### config.mk
export PLATFORM = sky130hd
export DESIGN_NAME = exe_status_mem_reg_flat
export DESIGN_NICKNAME = d
export VERILOG_FILES = /design/src/rtl/exe_status_mem_reg_if.sv /design/src/rtl/exe_status_mem_reg.sv /design/src/flat_wrapper.sv
export SDC_FILE = /design/constraint.sdc
export NUM_CORES = 1
export LEC_CHECK = 0
export BUFFER_PORTS_ARGS = -buffer_cell sky130_fd_sc_hd__buf_2
export CAP_MARGIN = 20
export CORE_UTILIZATION = 40
export CTS_BUF_LIST = sky130_fd_sc_hd__clkbuf_8
export DETAILED_ROUTE_END_ITERATION = 10
export PLACE_DENSITY = 0.74
export SKIP_LAST_GASP = 1
export SYNTH_ARGS = -nofsm -noshare
export SYNTH_HDL_FRONTEND = slang
export SYNTH_SLANG_ARGS = --single-unit
### constraint.sdc
create_clock -name clk -period 1.73 [get_ports clk]
set_clock_uncertainty 0.05 [all_clocks]
set_input_delay 0 -clock clk [delete_from_list [all_inputs] [get_ports clk]]
set_output_delay 0 -clock clk [all_outputs]
set_load 0.05 [all_outputs]
### src/rtl/exe_status_mem_reg_if.sv
// EXE->MEM pipeline bundle: ALU result and control in, registered copies
// plus the NZCV status, condition check and flag-hazard hint out.
interface exe_status_mem_reg_if #(
  parameter int WIDTH = 32
);
  logic             freeze;
  logic             flush;
  logic             valid_in;
  logic             s_bit_in;
  logic [3:0]       status_in;
  logic [WIDTH-1:0] alu_result_in;
  logic [WIDTH-1:0] val_rm_in;
  logic [3:0]       dest_in;
  logic             wb_en_in;
  logic             mem_r_en_in;
  logic             mem_w_en_in;
  logic [3:0]       cond_in;

  logic [3:0]       status_out;
  logic             carry_out;
  logic             cond_pass;
  logic             flags_pending;
  logic             valid_out;
  logic             wb_en_out;
  logic             mem_r_en_out;
  logic             mem_w_en_out;
  logic [WIDTH-1:0] alu_result_out;
  logic [WIDTH-1:0] val_rm_out;
  logic [3:0]       dest_out;

  // The pipeline register itself.
  modport slave (
    input  freeze, flush, valid_in, s_bit_in, status_in, alu_result_in,
           val_rm_in, dest_in, wb_en_in, mem_r_en_in, mem_w_en_in, cond_in,
    output status_out, carry_out, cond_pass, flags_pending, valid_out,
           wb_en_out, mem_r_en_out, mem_w_en_out, alu_result_out,
           val_rm_out, dest_out
  );

  // The execute stage, decode stage and hazard unit driving it.
  modport master (
    output freeze, flush, valid_in, s_bit_in, status_in, alu_result_in,
           val_rm_in, dest_in, wb_en_in, mem_r_en_in, mem_w_en_in, cond_in,
    input  status_out, carry_out, cond_pass, flags_pending, valid_out,
           wb_en_out, mem_r_en_out, mem_w_en_out, alu_result_out,
           val_rm_out, dest_out
  );
endinterface

### src/rtl/exe_status_mem_reg.sv
// EXE->MEM pipeline register that also owns the architectural NZCV flags
// and evaluates the ARM condition field of the instruction in decode.
module exe_status_mem_reg #(
  parameter int WIDTH = 32
) (
  input logic                 clk,
  input logic                 rst,
  exe_status_mem_reg_if.slave bus
);

  typedef enum logic [3:0] {
    COND_EQ = 4'b0000, COND_NE = 4'b0001, COND_CS = 4'b0010, COND_CC = 4'b0011,
    COND_MI = 4'b0100, COND_PL = 4'b0101, COND_VS = 4'b0110, COND_VC = 4'b0111,
    COND_HI = 4'b1000, COND_LS = 4'b1001, COND_GE = 4'b1010, COND_LT = 4'b1011,
    COND_GT = 4'b1100, COND_LE = 4'b1101, COND_AL = 4'b1110, COND_NV = 4'b1111
  } cond_e;

  logic [3:0]       status_q;
  logic             valid_q, wb_en_q, mem_r_en_q, mem_w_en_q;
  logic [WIDTH-1:0] alu_result_q, val_rm_q;
  logic [3:0]       dest_q;

  // NOTE: state registers use non-blocking assignments so every register
  // samples pre-edge values regardless of statement order.
  always_ff @(posedge clk) begin
    if (rst) begin
      status_q     <= 4'b0000;
      valid_q      <= 1'b0;
      wb_en_q      <= 1'b0;
      mem_r_en_q   <= 1'b0;
      mem_w_en_q   <= 1'b0;
      alu_result_q <= '0;
      val_rm_q     <= '0;
      dest_q       <= 4'd0;
    end else if (bus.flush) begin
      // Bubble into MEM; the squashed instruction never touches the flags.
      valid_q      <= 1'b0;
      wb_en_q      <= 1'b0;
      mem_r_en_q   <= 1'b0;
      mem_w_en_q   <= 1'b0;
      alu_result_q <= '0;
      val_rm_q     <= '0;
      dest_q       <= 4'd0;
    end else if (!bus.freeze) begin
      valid_q      <= bus.valid_in;
      wb_en_q      <= bus.wb_en_in    & bus.valid_in;
      mem_r_en_q   <= bus.mem_r_en_in & bus.valid_in;
      mem_w_en_q   <= bus.mem_w_en_in & bus.valid_in;
      alu_result_q <= bus.alu_result_in;
      val_rm_q     <= bus.val_rm_in;
      dest_q       <= bus.dest_in;
      if (bus.valid_in && bus.s_bit_in) status_q <= bus.status_in;
    end
  end

  logic flag_n, flag_z, flag_c, flag_v;
  assign {flag_n, flag_z, flag_c, flag_v} = status_q;

  logic pass;

  // NOTE: pass gets a default before the case so no path leaves it
  // unassigned and no latch is inferred.
  always_comb begin
    pass = 1'b0;
    unique case (cond_e'(bus.cond_in))
      COND_EQ: pass = flag_z;
      COND_NE: pass = !flag_z;
      COND_CS: pass = flag_c;
      COND_CC: pass = !flag_c;
      COND_MI: pass = flag_n;
      COND_PL: pass = !flag_n;
      COND_VS: pass = flag_v;
      COND_VC: pass = !flag_v;
      COND_HI: pass = flag_c && !flag_z;
      COND_LS: pass = !flag_c || flag_z;
      COND_GE: pass = (flag_n == flag_v);
      COND_LT: pass = (flag_n != flag_v);
      COND_GT: pass = !flag_z && (flag_n == flag_v);
      COND_LE: pass = flag_z || (flag_n != flag_v);
      COND_AL: pass = 1'b1;
      COND_NV: pass = 1'b0;
      default: pass = 1'b0;
    endcase
  end

  // Decode reads the registered flags directly; the hazard unit covers the
  // in-flight S instruction via flags_pending.
  assign bus.cond_pass      = pass;
  assign bus.flags_pending  = bus.valid_in & bus.s_bit_in & ~bus.flush;
  assign bus.status_out     = status_q;
  assign bus.carry_out      = flag_c;
  assign bus.valid_out      = valid_q;
  assign bus.wb_en_out      = wb_en_q;
  assign bus.mem_r_en_out   = mem_r_en_q;
  assign bus.mem_w_en_out   = mem_w_en_q;
  assign bus.alu_result_out = alu_result_q;
  assign bus.val_rm_out     = val_rm_q;
  assign bus.dest_out       = dest_q;

endmodule
### src/flat_wrapper.sv
// flat-port wrapper written by rule: the top's interface ports become plain ports
module exe_status_mem_reg_flat 
#(
  parameter int WIDTH = 32
)
  (clk, rst, bus_freeze, bus_flush, bus_valid_in, bus_s_bit_in, bus_status_in, bus_alu_result_in, bus_val_rm_in, bus_dest_in, bus_wb_en_in, bus_mem_r_en_in, bus_mem_w_en_in, bus_cond_in, bus_status_out, bus_carry_out, bus_cond_pass, bus_flags_pending, bus_valid_out, bus_wb_en_out, bus_mem_r_en_out, bus_mem_w_en_out, bus_alu_result_out, bus_val_rm_out, bus_dest_out);
  exe_status_mem_reg_if #(.WIDTH(WIDTH)) bus_i ();
  input logic clk;
  input logic rst;
  input wire logic [$bits(bus_i.freeze)-1:0] bus_freeze;
  input wire logic [$bits(bus_i.flush)-1:0] bus_flush;
  input wire logic [$bits(bus_i.valid_in)-1:0] bus_valid_in;
  input wire logic [$bits(bus_i.s_bit_in)-1:0] bus_s_bit_in;
  input wire logic [$bits(bus_i.status_in)-1:0] bus_status_in;
  input wire logic [$bits(bus_i.alu_result_in)-1:0] bus_alu_result_in;
  input wire logic [$bits(bus_i.val_rm_in)-1:0] bus_val_rm_in;
  input wire logic [$bits(bus_i.dest_in)-1:0] bus_dest_in;
  input wire logic [$bits(bus_i.wb_en_in)-1:0] bus_wb_en_in;
  input wire logic [$bits(bus_i.mem_r_en_in)-1:0] bus_mem_r_en_in;
  input wire logic [$bits(bus_i.mem_w_en_in)-1:0] bus_mem_w_en_in;
  input wire logic [$bits(bus_i.cond_in)-1:0] bus_cond_in;
  output wire logic [$bits(bus_i.status_out)-1:0] bus_status_out;
  output wire logic [$bits(bus_i.carry_out)-1:0] bus_carry_out;
  output wire logic [$bits(bus_i.cond_pass)-1:0] bus_cond_pass;
  output wire logic [$bits(bus_i.flags_pending)-1:0] bus_flags_pending;
  output wire logic [$bits(bus_i.valid_out)-1:0] bus_valid_out;
  output wire logic [$bits(bus_i.wb_en_out)-1:0] bus_wb_en_out;
  output wire logic [$bits(bus_i.mem_r_en_out)-1:0] bus_mem_r_en_out;
  output wire logic [$bits(bus_i.mem_w_en_out)-1:0] bus_mem_w_en_out;
  output wire logic [$bits(bus_i.alu_result_out)-1:0] bus_alu_result_out;
  output wire logic [$bits(bus_i.val_rm_out)-1:0] bus_val_rm_out;
  output wire logic [$bits(bus_i.dest_out)-1:0] bus_dest_out;
  assign bus_i.freeze = bus_freeze;
  assign bus_i.flush = bus_flush;
  assign bus_i.valid_in = bus_valid_in;
  assign bus_i.s_bit_in = bus_s_bit_in;
  assign bus_i.status_in = bus_status_in;
  assign bus_i.alu_result_in = bus_alu_result_in;
  assign bus_i.val_rm_in = bus_val_rm_in;
  assign bus_i.dest_in = bus_dest_in;
  assign bus_i.wb_en_in = bus_wb_en_in;
  assign bus_i.mem_r_en_in = bus_mem_r_en_in;
  assign bus_i.mem_w_en_in = bus_mem_w_en_in;
  assign bus_i.cond_in = bus_cond_in;
  assign bus_status_out = bus_i.status_out;
  assign bus_carry_out = bus_i.carry_out;
  assign bus_cond_pass = bus_i.cond_pass;
  assign bus_flags_pending = bus_i.flags_pending;
  assign bus_valid_out = bus_i.valid_out;
  assign bus_wb_en_out = bus_i.wb_en_out;
  assign bus_mem_r_en_out = bus_i.mem_r_en_out;
  assign bus_mem_w_en_out = bus_i.mem_w_en_out;
  assign bus_alu_result_out = bus_i.alu_result_out;
  assign bus_val_rm_out = bus_i.val_rm_out;
  assign bus_dest_out = bus_i.dest_out;
  exe_status_mem_reg #(.WIDTH(WIDTH)) u_core (.clk(clk), .rst(rst), .bus(bus_i));
endmodule
==> impl_metrics.ini <==
[run_status]
status = completed

[detailed_routing]
top_layer_used = met4
routed_wl_um = 7900
via_per_inst = 4.48
met3WireLength_um = 407
drtPass1Iterations = 3
wl_met2_um = 4380
drc = 0
wl_met1_um = 2990
wl_per_cell_um = 13.2
vias = 2683
ant_nets = 0
drt_iter0_drc = 70

[cells_and_area]
syn_to_final_growth_pct = 64.8
drive_gt1_share_pct = 36.4
fin_util_pct = 68.8
num-fill-cells = 552
nets = 584
finalNonFillerCells = 599
antenna_cells = 0

[critical_path]
worstPathMaxFanout = 4
crit_chain = xor2_1 -> a32oi_1 -> nand3_1 -> xnor2_2 -> buf_4
worst-setup-path-type = reg -> out
cp_slowest_cell = dfxtp_1
required_ns = 1.68
r2r-start = u_core.bus.status_out[1]$_SDFFE_PP0P_
cp-start-kind = flop
max_stage_delay_ns = 0.34
worst-path-stages = 5
crit_buf_inv = 1
path_delay_family = flip-flops
end_kind = output port
reg2reg_depth = 3
arrival_ns = 1.55
critical_path.startpoint = u_core.bus.status_out[3]$_SDFFE_PP0P_

[timing]
finalCritPeriodShare_pct = 92.8
hold_violations = 0
setup_viol = 0
tightest_slew_ns = 0.612
post-route-min-period_ns = 1.60
fin_hold_ws_ns = 0.132
maxSlewViolCount = 0
rsz0062_at_grt = false
maxSlewHeadroom_pct = 59.2
setup-tns-final_ns = 0
max_freq_mhz = 623

[floorplan]
initial_core_util_pct = 41.7
core.rowCount = 30
die_h_um = 86.4
dieArea_um2 = 7470
coreArea_um2 = 6830
ioPinCount = 164
dieWidth_um = 86.4

[power]
p_per_area_nw_per_um2 = 886
ir_worst_vdd_uv = 455
power_mw = 4.16
leakage_nw = 2.43

[logic_synthesis]
ys_warn_count = 0
synth_edf_count = 0
post-synth-top-area-cell = dfxtp_1
synthCells = 263
synth_top_area_share_pct = 53.4
yosysUniqueCellTypes = 21
synth_seq_cells = 76
synthTopCellsByArea = dfxtp_1 53%, mux2i_1 26%, nor2_1 10%
avgSynthCellArea_um2 = 10.8
syn_nets = 348
synth_common_cells = 78 x nor2_1, 76 x dfxtp_1, 73 x mux2i_1
async_flop_share_pct = 0
synth_area_um2 = 2850
synth_flop_cell = dfxtp_1
synth_seq_area_share_pct = 53.4
synth.most_common_cell = nor2_1

[hold_path]
hold_path_depth = 4
hp-class = in -> reg
min_from = bus_valid_in

[clock_tree]
clk_pin_slew_ns = 0.07
cts_tree = built
clock-root-buffer = clkbuf_8
htree_levels = 3
clock_path_buffers = 2
clk_latency_ns = 0.33
cts_made_buffers = 9
clock-sinks = 76

[global_route]
grt_use_total_pct = 21.1
grt_pass1_wl_um = 12200
overflow = 0
grt_pass1_vias = 2771
grt_max_degree = 44
antenna_found_initial = 0

[placement]
port_buffers = 163
dp_cells = 507
globalplace.congestion = 0.720
dp_hpwl_um = 4540

[run]
cap_violations = 0
power by group:
part | leakage [nW] | internal, mW | switching [mW]
registers | 0.619 | 1.80 | 0.0293
logic | 1.69 | 0.332 | 0.422
clock network | 0.120 | 0.985 | 0.591
total | 2.43 | 3.12 | 1.04
worst reg2reg max path: cells and delay by family (launching register included):
kind,cells,cell delay (ns)
buf+inv,1,0.55
flops,1,0.35
mux,1,0.19
simple gates,1,0.06
logic make-up after synthesis:
kind of cell / count (synthesis) / synth area share, %
buf+inv: 19 / 6.14
xor+xnor: 4 / 1.23
compound gates: 6 / 1.49
mux: 73 / 25.6
flops: 76 / 53.4
simple gates: 85 / 12.2
flip-flops by register name, indices dropped and copies added (netlist names):
register and flops:
u_core.bus.mem_w_en_out 1, u_core.bus.status_out 4, u_core.bus.wb_en_out 1, u_core.bus.mem_r_en_out 1, u_core.bus.val_rm_out 32, u_core.bus.valid_out 1, u_core.bus.dest_out 4, u_core.bus.alu_result_out 32
layout make-up:
type                       instances  area (µm²)  area share, %
inverter                           1        3.75         0.0799
tap                               96         120           2.56
sequential                        76        1520           32.4
multi-input combinational        168        1160           24.7
timing repair buffer             243        1650           35.2
clock buffer                      10         138           2.93
clock inverter                     5         101           2.16
placed cells by master, fill, tap and decap left out, drive strengths merged:
master	instances
a21oi	1
a22oi	3
a31oi	1
a32oi	1
and3b	1
buf	166
bufinv	3
clkbuf	10
clkinvlp	1
dfxtp	76
dlygate4sd3	77
inv	2
mux2i	73
nand2	1
nand3	1
nor2	78
nor2b	2
nor4bb	1
or2	1
xnor2	1
xor2	3
layer usage:
metal,vias up,track usage (%)
met5,-,0
met4,0,9.09
met3,15,4.19
met2,97,42.4
met1,1228,20.8
li1,1343,-
worst paths after layout:
path	end	slack, ns
setup / recovery	bus_cond_pass	0.13
hold / removal	u_core.bus.valid_out$_SDFFE_PP0N_	0.13
setup reg to reg	u_core.bus.status_out[1]$_SDFFE_PP0P_	0.42
hold reg to reg	u_core.bus.alu_result_out[1]$_SDFFE_PP0N_	0.44
what timing repair did:
item	CTS	global route
endpoints found under the hold margin	75	0
resized for setup	0	2
endpoints found under the setup margin	0	1
setup buffers	0	0
hold buffers	77	0
per-stage QoR:
step	area (µm²)	worst slack [ns]
5_1_grt	4700	0.0126
3_5_place_dp	3690	0.457
6_report	4700	0.125
4_1_cts	4700	0.0767
3_3_place_gp	3690	0.474
2_1_floorplan	2860	0.0498
No activity file was read; power rests on OpenSTA's default activity.
